File: src/rtl/uart_rx.sv
// UART receiver: 16x oversampled start/data/parity/stop framing into a
// one-entry holding register with parity, framing and overrun flags.
module uart_rx (
    input  logic       clk,
    input  logic       rst,
    input  logic       rx_tick,
    input  logic       rx,
    input  logic [1:0] data_bit_num_i,
    input  logic       parity_en_i,
    input  logic       parity_type_i,
    input  logic       stop_bit_num_i,
    input  logic       rx_read_i,
    output logic [7:0] rx_data_o,
    output logic       rx_valid_o,
    output logic       parity_err_o,
    output logic       frame_err_o,
    output logic       overrun_err_o,
    output logic       rts_n
);

    localparam logic [2:0] S_IDLE   = 3'd0;
    localparam logic [2:0] S_START  = 3'd1;
    localparam logic [2:0] S_DATA   = 3'd2;
    localparam logic [2:0] S_PARITY = 3'd3;
    localparam logic [2:0] S_STOP   = 3'd4;

    logic       rx_meta_q, rx_s_q;
    logic [2:0] state_q, state_d;
    logic [3:0] tick_cnt_q, tick_cnt_d;
    logic [2:0] bit_cnt_q, bit_cnt_d;
    logic       stop_cnt_q, stop_cnt_d;
    logic       frm_err_q, frm_err_d;
    logic       par_err_q, par_err_d;
    logic [7:0] shift_q, shift_d;
    logic [1:0] cfg_bits_q, cfg_bits_d;
    logic       cfg_par_en_q, cfg_par_en_d;
    logic       cfg_par_type_q, cfg_par_type_d;
    logic       cfg_stop_q, cfg_stop_d;
    logic [7:0] rx_data_q, rx_data_d;
    logic       rx_valid_q, rx_valid_d;
    logic       parity_err_q, parity_err_d;
    logic       frame_err_q, frame_err_d;
    logic       overrun_q, overrun_d;

    logic       commit;
    logic       commit_ferr;
    logic       mid_tick, full_tick;
    logic       read_ok;

    assign mid_tick  = rx_tick && (tick_cnt_q == 4'd7);
    assign full_tick = rx_tick && (tick_cnt_q == 4'd15);

    always_comb begin
        state_d        = state_q;
        tick_cnt_d     = rx_tick ? tick_cnt_q + 4'd1 : tick_cnt_q;
        bit_cnt_d      = bit_cnt_q;
        stop_cnt_d     = stop_cnt_q;
        frm_err_d      = frm_err_q;
        par_err_d      = par_err_q;
        shift_d        = shift_q;
        cfg_bits_d     = cfg_bits_q;
        cfg_par_en_d   = cfg_par_en_q;
        cfg_par_type_d = cfg_par_type_q;
        cfg_stop_d     = cfg_stop_q;
        commit         = 1'b0;
        commit_ferr    = frm_err_q;
        case (state_q)
            S_IDLE: begin
                tick_cnt_d = 4'd0;
                if (!rx_s_q) begin
                    state_d        = S_START;
                    bit_cnt_d      = 3'd0;
                    stop_cnt_d     = 1'b0;
                    frm_err_d      = 1'b0;
                    par_err_d      = 1'b0;
                    shift_d        = 8'd0;
                    cfg_bits_d     = data_bit_num_i;
                    cfg_par_en_d   = parity_en_i;
                    cfg_par_type_d = parity_type_i;
                    cfg_stop_d     = stop_bit_num_i;
                end
            end
            S_START: begin
                // Mid-bit qualification rejects glitches shorter than half a bit
                if (mid_tick) begin
                    tick_cnt_d = 4'd0;
                    state_d    = rx_s_q ? S_IDLE : S_DATA;
                end
            end
            S_DATA: begin
                if (full_tick) begin
                    shift_d[bit_cnt_q] = rx_s_q;
                    bit_cnt_d          = bit_cnt_q + 3'd1;
                    if (bit_cnt_q == (3'd4 + {1'b0, cfg_bits_q}))
                        state_d = cfg_par_en_q ? S_PARITY : S_STOP;
                end
            end
            S_PARITY: begin
                if (full_tick) begin
                    par_err_d = (rx_s_q != ((^shift_q) ^ cfg_par_type_q));
                    state_d   = S_STOP;
                end
            end
            S_STOP: begin
                if (full_tick) begin
                    if (!rx_s_q) frm_err_d = 1'b1;
                    if (stop_cnt_q == cfg_stop_q) begin
                        commit      = 1'b1;
                        commit_ferr = frm_err_q | ~rx_s_q;
                        state_d     = S_IDLE;
                    end else begin
                        stop_cnt_d = 1'b1;
                    end
                end
            end
            default: state_d = S_IDLE;
        endcase
    end

    // A read in the commit cycle frees the register before the new load
    always_comb begin
        read_ok      = rx_read_i & rx_valid_q;
        rx_valid_d   = rx_valid_q & ~read_ok;
        overrun_d    = overrun_q & ~read_ok;
        rx_data_d    = rx_data_q;
        parity_err_d = parity_err_q;
        frame_err_d  = frame_err_q;
        if (commit) begin
            if (rx_valid_d) begin
                overrun_d = 1'b1;
            end else begin
                rx_valid_d   = 1'b1;
                rx_data_d    = shift_q;
                parity_err_d = par_err_q;
                frame_err_d  = commit_ferr;
            end
        end
    end

    always_ff @(posedge clk) begin
        if (rst) begin
            rx_meta_q    <= 1'b1;
            rx_s_q       <= 1'b1;
            state_q      <= S_IDLE;
            tick_cnt_q   <= 4'd0;
            bit_cnt_q    <= 3'd0;
            stop_cnt_q   <= 1'b0;
            frm_err_q    <= 1'b0;
            par_err_q    <= 1'b0;
            rx_data_q    <= 8'd0;
            rx_valid_q   <= 1'b0;
            parity_err_q <= 1'b0;
            frame_err_q  <= 1'b0;
            overrun_q    <= 1'b0;
        end else begin
            rx_meta_q    <= rx;
            rx_s_q       <= rx_meta_q;
            state_q      <= state_d;
            tick_cnt_q   <= tick_cnt_d;
            bit_cnt_q    <= bit_cnt_d;
            stop_cnt_q   <= stop_cnt_d;
            frm_err_q    <= frm_err_d;
            par_err_q    <= par_err_d;
            rx_data_q    <= rx_data_d;
            rx_valid_q   <= rx_valid_d;
            parity_err_q <= parity_err_d;
            frame_err_q  <= frame_err_d;
            overrun_q    <= overrun_d;
        end
    end

    // Shift register and frame configuration are (re)loaded at every start
    always_ff @(posedge clk) begin
        shift_q        <= shift_d;
        cfg_bits_q     <= cfg_bits_d;
        cfg_par_en_q   <= cfg_par_en_d;
        cfg_par_type_q <= cfg_par_type_d;
        cfg_stop_q     <= cfg_stop_d;
    end

    assign rx_data_o     = rx_data_q;
    assign rx_valid_o    = rx_valid_q;
    assign parity_err_o  = parity_err_q;
    assign frame_err_o   = frame_err_q;
    assign overrun_err_o = overrun_q;
    assign rts_n         = rx_valid_q;

endmodule

File: config.mk
export PLATFORM = sky130hd
export DESIGN_NAME = uart_rx
export DESIGN_NICKNAME = d
export VERILOG_FILES = /design/src/rtl/uart_rx.sv
export SDC_FILE = /design/constraint.sdc
export NUM_CORES = 1
export LEC_CHECK = 0
export ABC_AREA = 1
export CAP_MARGIN = 20
export CORE_ASPECT_RATIO = 0.9
export CORE_MARGIN = 2
export CORE_UTILIZATION = 45
export DETAILED_ROUTE_END_ITERATION = 10
export PLACE_DENSITY_LB_ADDON = 0.25
export SYNTH_ARGS = -nofsm -noshare
export SYNTH_HDL_FRONTEND = slang
export SYNTH_SLANG_ARGS = --single-unit
File: constraint.sdc
create_clock -name clk -period 1.88 [get_ports clk]
set_input_delay 0.376 -clock clk [delete_from_list [all_inputs] [get_ports clk]]
set_output_delay 0.376 -clock clk [all_outputs]
set_load 0.05 [all_outputs]
======== Yosys cells after proc, flatten, opt, wreduce, memory -nomap -nowiden ========
Index checks and enable logic that the tools add are counted.
cells by class
  magnitude comparators ................... 2
  bitwise gates (word level) .............. 8
  add/subtract/negate cells ............... 3
  reductions and logical operators ........ 15
  equality and inequality tests ........... 18
  multiplexer cells ....................... 40
operator list
  kind                 count
  $mux 3               10
  $ne 2x2->1 const B   9
  $mux 1               16
  $mux 8               2
  $pmux 8 s2           1
  $pmux 3 s5           1
  $bwmux 8             1
  $mux 4               2
  $pmux 4 s2           1
  $reduce_and 4->1     2
  $reduce_xor 8->1     1
  $reduce_and 7->1     1
  $eq 3x2->1 const B   2
  $pmux 1 s2           3
  $pmux 3 s2           1
  $reduce_and 3->1     2
  $reduce_bool 2->1    3
  $add 4x1->4 const B  1
  $eq 4x3->1 const B   1
  $eq 4x4->1 const B   1
  $lt 3x4->1 const B   1
  $reduce_and 2->1     2
  $add 3x1->3 const B  1
  $add 3x2->3 const A  1
  14 further kinds     20
storage, ports and cells
  register bits after elaboration ......... 40
  output and inout bits ................... 13
  word-level logic and storage cells ...... 104
  input port bits ......................... 10

======== Longest topological paths before layout ========
Gate-level depths: netlist (run 1).
  word-level depth ........................ 7
  depth in mapped cells ................... 11
  depth with buffers taken out ............ 11

======== Least setup slack after synthesis (run 1) ========
Ideal clock, no wire load.
  kind .................................... register to register
  from .................................... register tick_cnt_q[0]
  to ...................................... register bit_cnt_q[0]
  data arrival time ....................... 1.361 ns
  stages on the path, launching flop included .. 9
  required time ........................... 1.763 ns
  period minus slack after synthesis ...... 1.478 ns
  path buffers ............................ 0
  library setup time ...................... 0.117 ns
  slack ................................... 0.402 ns
  path through ............................ dfxtp_1 > ha_1 > nand4_1 > nand2_1 > nand2_1 > a21oi_4 > inv_1 > a21oi_1 > nor2_1
between the ends
  cells in the longest elaborated chain, start to end .. 4
ends and longest elaborated chain
  element                     line  RTL
  start: declaration          29    logic [3:0] tick_cnt_q, tick_cnt_d;
  start signal: assignment    159   tick_cnt_q <= tick_cnt_d;
  $eq 4x4->1                  51    assign full_tick = rx_tick && (tick_cnt_q == 4'd15);
  $logic_and 1x1->1           51
  $ne 2x2->1 (no line)        --
  $reduce_and 3->1 (no line)  --
  end signal: assignment      160   bit_cnt_q <= bit_cnt_d;
  end: declaration            30    logic [2:0] bit_cnt_q, bit_cnt_d;
No other way between the ends.
A chain may end at the register's enable or synchronous reset.

======== Final worst setup path (run 1) ========
  from .................................... register rx_data_q[7], in the netlist rx_data_o[7]
  to ...................................... output port rx_data_o[7]
RTL lines
  element                   line  RTL
  start: declaration        39    logic [7:0] rx_data_q, rx_data_d;
  start signal: assignment  164   rx_data_q <= rx_data_d;
  end: declaration          13    output logic [7:0] rx_data_o,
No word-level cell between the ends.

==> results_tabular.tex, run 1 <==
\begin{tabular}{lr}
\hline
Metric & Value \\
\hline
\multicolumn{2}{l}{\textbf{Status}} \\
\quad Run status & finished clean \\
\multicolumn{2}{l}{\textbf{Global routing}} \\
\quad Largest net degree at the start of global routing & 17 \\
\quad Sum of overflow across all layers after global routing & 0 \\
\quad Global Route met2 Usage & 28.1\% \\
\quad GR Layer Usage met3 & 5.15\% \\
\quad Via count of the first global-routing pass & approximately 1600 \\
\quad First-pass GRT wire length & $\sim$6.8 mm \\
\quad Number of antenna violations at the first check in global routing & 0 \\
\quad Tot GR Track Use & approximately 18\% \\
\quad Busiest layer in global routing & met2 \\
\quad GRT met1 Usage & between 20\% and 30\% \\
\multicolumn{2}{l}{\textbf{Yosys}} \\
\quad Post-synth design cell area & 2040 um\^{}2 \\
\quad Post-synthesis area per instance & around 7.5 um\^{}2 \\
\quad Main flop type after synthesis & sky130\_fd\_sc\_hd\_\_dfxtp\_1 \\
\quad Share of the synthesized area in the top cell type & around a quarter \\
\quad Library cell occupying the most area in the post-synthesis netlist & sky130\_fd\_sc\_hd\_\_dfxtp\_1 \\
\quad Cell types with the largest area share after synthesis & sky130\_fd\_sc\_hd\_\_dfxtp\_1, sky130\_fd\_sc\_hd\_\_edfxtp\_1, sky130\_fd\_sc\_hd\_\_nand2\_1, sky130\_fd\_sc\_hd\_\_nor2\_1, sky130\_fd\_sc\_hd\_\_nand3\_1 \\
\quad Fraction of registers with async set or reset after synthesis & 0\% \\
\quad Flop and latch count out of synthesis & 40 \\
\quad Count of distinct cell types in the synthesized netlist & 32 \\
\quad Sequential fraction of the synthesis area & between 40\% and 50\% \\
\quad Count of yosys warnings during synthesis & 0 \\
\quad Synthesized net count & about 280 \\
\quad Number of enable-type register cells in the synthesized netlist & 13 \\
\quad Number of standard cells after synthesis & 270 \\
\multicolumn{2}{l}{\textbf{Power}} \\
\quad Total power density per cell area & about 1400 nW/um\^{}2 \\
\quad Peak VDD IR & between 0.6 and 0.7 mV \\
\quad Net switching power & 1.38 mW \\
\quad Proportion of total power due to net switching & between 30\% and 40\% \\
\quad Internal Pwr Total & roughly 2.2 mW \\
\quad Register share of total power & a little over a third \\
\quad Relative contribution of the clock network to total power & 21.5\% \\
\quad Total power of the final layout & around 3.5 mW \\
\quad Leakage power summed over all cells & about 1.1 nW \\
\quad Combinational fraction of design power & 43.2\% \\
\multicolumn{2}{l}{\textbf{Setup path}} \\
\quad CP Capture Point & rx\_data\_o[7] \\
\quad Critical path data required time & about 1.5 ns \\
\quad Worst path top cell family by delay & buffers and inverters \\
\quad Start-to-end type of the worst setup path & flip-flop to primary output \\
\quad Kind of end point of the critical path & primary output \\
\quad Ordered cell list for the critical path & clkdlybuf4s50\_1 \\
\quad Critical path launch point & rx\_data\_o[7]\$\_SDFFE\_PP0P\_ \\
\quad Reg2reg start & tick\_cnt\_q[0]\$\_SDFF\_PP0\_ \\
\quad CP bufs+invs & 1 \\
\quad Reg-to-Reg End & frame\_err\_o\$\_SDFFE\_PP0P\_ \\
\quad Maximum net fanout on the critical path & 2 \\
\quad Largest stage delay, worst path & approximately 0.80 ns \\
\quad Depth of the most critical reg-to-reg path & 9 \\
\quad R2R Setup Slk & 0.25 ns \\
\quad Number of cells on the critical path & 1 \\
\quad WP data arrival & 1.43 ns \\
\quad Worst-path cell with the longest stage delay & sky130\_fd\_sc\_hd\_\_clkdlybuf4s50\_1 \\
\quad Crit start category & flip-flop \\
\multicolumn{2}{l}{\textbf{Clock tree}} \\
\quad Total CTS buffers & 5 \\
\quad Clock Tree Buf Depth & 2 \\
\quad Clock root buffer & sky130\_fd\_sc\_hd\_\_clkbuf\_8 \\
\quad Hold buffer count at cts & 0 \\
\quad H-tree levels & 2 \\
\quad Clock tree from TritonCTS & yes \\
\quad Clock Pin Slew Worst Setup and Hold Paths & around 0.07 ns \\
\quad Clk\_lat worst skew & slightly below 0.3 ns \\
\quad Clock sinks & 40 \\
\multicolumn{2}{l}{\textbf{Floorplan}} \\
\quad Starting utilization of the core area & between 40\% and 50\% \\
\quad Floorplan die width & roughly 75 um \\
\quad Row cnt & 23 \\
\quad Die Footprint & 5080 um\^{}2 \\
\quad Core region area & 4400 um\^{}2 \\
\quad Height of the chip & just under 70 um \\
\quad I/O pin count & 23 \\
\multicolumn{2}{l}{\textbf{Timing}} \\
\quad Transition time at the pin with the least slew margin & 0.495 ns \\
\quad RSZ-0062 raised after global routing & no \\
\quad Worst slew margin relative to its limit & around 67\% \\
\quad Maximum clock frequency & approximately 550 MHz \\
\quad Number of pins exceeding their max-slew limit in the final report & 0 \\
\quad Final Hold Vio Count & 0 \\
\quad Crit share post-route & a little over nine tenths \\
\quad Setup Skew & approximately 0.0032 ns \\
\quad Final setup violating endpoints & 0 \\
\quad Final worst path period need & 1.80 ns \\
\quad Setup TNS & 0 ns \\
\quad Least setup slack across all paths after layout & approximately 0.076 ns \\
\multicolumn{2}{l}{\textbf{Place}} \\
\quad Port-buffer cells & 22 \\
\quad Post-place setup slack & -0.0118 ns \\
\quad Last weighted congestion value of the routability-driven placer & 0.950 \\
\quad Placed instance area & about 2400 um\^{}2 \\
\quad Post-detail-place hpwl & $\sim$3.1 mm \\
\quad Inst Count DP & about 360 \\
\multicolumn{2}{l}{\textbf{Hold path}} \\
\quad Start point of the worst hold path & rx\_meta\_q\$\_SDFF\_PP1\_ \\
\quad Worst hold path type & flip-flop to flip-flop \\
\multicolumn{2}{l}{\textbf{Route}} \\
\quad Number of iterations in the first detailed-routing pass & 4 \\
\quad Average vias per placed instance & approximately 4.9 \\
\quad Routed wire length & 4.03 mm \\
\quad Initial DRC Count & 97 \\
\quad Post-DRT Antenna Nets & 0 \\
\quad DRC errors left & 0 \\
\quad Routed length per instance & around 11 um \\
\quad Via total after detailed routing & $\sim$1800 \\
\multicolumn{2}{l}{\textbf{Layout}} \\
\quad Cell area after layout & 2480 um\^{}2 \\
\quad Area grow syn2layout & 21.9\% \\
\quad Fraction of layout cells with a size suffix above 1 & a little under an eighth \\
\quad Diodes inserted & 0 \\
\quad Number of cells in the finished layout apart from fillers & around 360 \\
\quad Most common library cell in the layout ignoring fill and taps & sky130\_fd\_sc\_hd\_\_nand2\_1 \\
\quad Leading cell types in the layout, fill and taps excluded & sky130\_fd\_sc\_hd\_\_nand2\_1, sky130\_fd\_sc\_hd\_\_nor2\_1, sky130\_fd\_sc\_hd\_\_dfxtp\_1 \\
\quad Final layout net count & $\sim$310 \\
\multicolumn{2}{l}{\textbf{Run}} \\
\quad Maximum capacitance violations & 0 \\
\hline
\end{tabular}
-- synthesized netlist by cell type, types with 2 or more instances --
cell	count
sky130_fd_sc_hd__dfxtp_1	27
sky130_fd_sc_hd__nand2_2	4
sky130_fd_sc_hd__nand3_1	23
sky130_fd_sc_hd__ha_1	2
sky130_fd_sc_hd__inv_2	4
sky130_fd_sc_hd__nand4_1	2
sky130_fd_sc_hd__or2_2	2
sky130_fd_sc_hd__nor2_2	2
sky130_fd_sc_hd__a31oi_1	3
sky130_fd_sc_hd__buf_6	2
sky130_fd_sc_hd__o21ai_1	4
sky130_fd_sc_hd__nor2_1	39
sky130_fd_sc_hd__xnor2_1	2
sky130_fd_sc_hd__buf_4	3
sky130_fd_sc_hd__clkbuf_1	2
sky130_fd_sc_hd__nand2_1	54
sky130_fd_sc_hd__inv_1	25
sky130_fd_sc_hd__xor2_1	3
sky130_fd_sc_hd__edfxtp_1	13
sky130_fd_sc_hd__a21oi_1	16
sky130_fd_sc_hd__nor4_1	3
sky130_fd_sc_hd__o21ai_0	19
sky130_fd_sc_hd__nor3_1	7
-- area by class of cell --
type | count | area [um^2]
inverter | 30 | 118
fill | 453 | 1920
multi-input combinational | 191 | 926
sequential | 40 | 931
tap | 62 | 77.6
timing repair buffer | 32 | 305
clock inverter | 1 | 30.0
clock buffer | 7 | 96.3
-- cells by family after synthesis --
family / after synthesis / synth area share, %
buf+inv: 39 / 8.84
xor+xnor: 5 / 2.15
simple gates: 137 / 29.1
mux: 1 / 0.491
compound gates: 46 / 12.5
fa+ha+maj: 2 / 1.23
flops: 40 / 45.7
-- per-layer routing --
metal	share of wire (%)	wire length, um
met4	2.9	117
met5	0	0
met2	44	1780
met3	4.2	171
met1	49	1960
-- registers in the layout, summed over array words and instances, names as in the netlist --
signal	flops
bit_cnt_q	3
frame_err_o	1
cfg_par_en_q	1
overrun_err_o	1
shift_q	8
rx_data_o	8
state_q	3
cfg_par_type_q	1
cfg_stop_q	1
rx_s_q	1
rx_meta_q	1
rts_n	1
parity_err_o	1
frm_err_q	1
par_err_q	1
tick_cnt_q	4
stop_cnt_q	1
cfg_bits_q	2
-- power groups by stage --
stage / logic, mW / registers [mW] / clock network [mW]
finish: 1.53 / 1.25 / 0.761
global route: 1.75 / 1.27 / 0.828
CTS: 1.52 / 1.24 / 0.791
detailed placement: 1.52 / 1.26 / 0
global placement: 1.50 / 1.26 / 0
floorplan: 1.12 / 1.22 / 0
-- through the flow --
step           utilization, %  hold slack, ns
3_5_place_dp             53.5           0.394
3_3_place_gp             53.5           0.392
4_1_cts                  56.4           0.415
6_report                 56.4           0.411
2_1_floorplan               -           0.389
5_1_grt                  56.4           0.432
-- how the worst min path moves through the flow --
stage | endpoint | slack (ns) | depth (start not counted)
global placement | rx_s_q$_SDFF_PP1_ | 0.39 | 1
CTS | rx_s_q$_SDFF_PP1_ | 0.41 | 1
detailed placement | rx_s_q$_SDFF_PP1_ | 0.39 | 1
floorplan | rx_s_q$_SDFF_PP1_ | 0.39 | 1
global route | rx_s_q$_SDFF_PP1_ | 0.43 | 1
finish | rx_s_q$_SDFF_PP1_ | 0.41 | 1
-- what timing repair did --
action | CTS | global route
hold endpoints to repair | 0 | 0
setup buffers | 0 | 0
endpoints found under the setup margin | 0 | 1
gates resized for setup | 0 | 1
(Power assumes the default switching activity.)
==> run 2: changes to the inputs <==
--- a/config.mk
+++ b/config.mk
@@ -12,6 +12,7 @@
 export CORE_UTILIZATION = 45
 export DETAILED_ROUTE_END_ITERATION = 10
 export PLACE_DENSITY_LB_ADDON = 0.25
+export SLEW_MARGIN = 20
 export SYNTH_ARGS = -nofsm -noshare
 export SYNTH_HDL_FRONTEND = slang
 export SYNTH_SLANG_ARGS = --single-unit
==> results of run 2 <==
Final layout, timing and power as in run 1 (identical DEF).
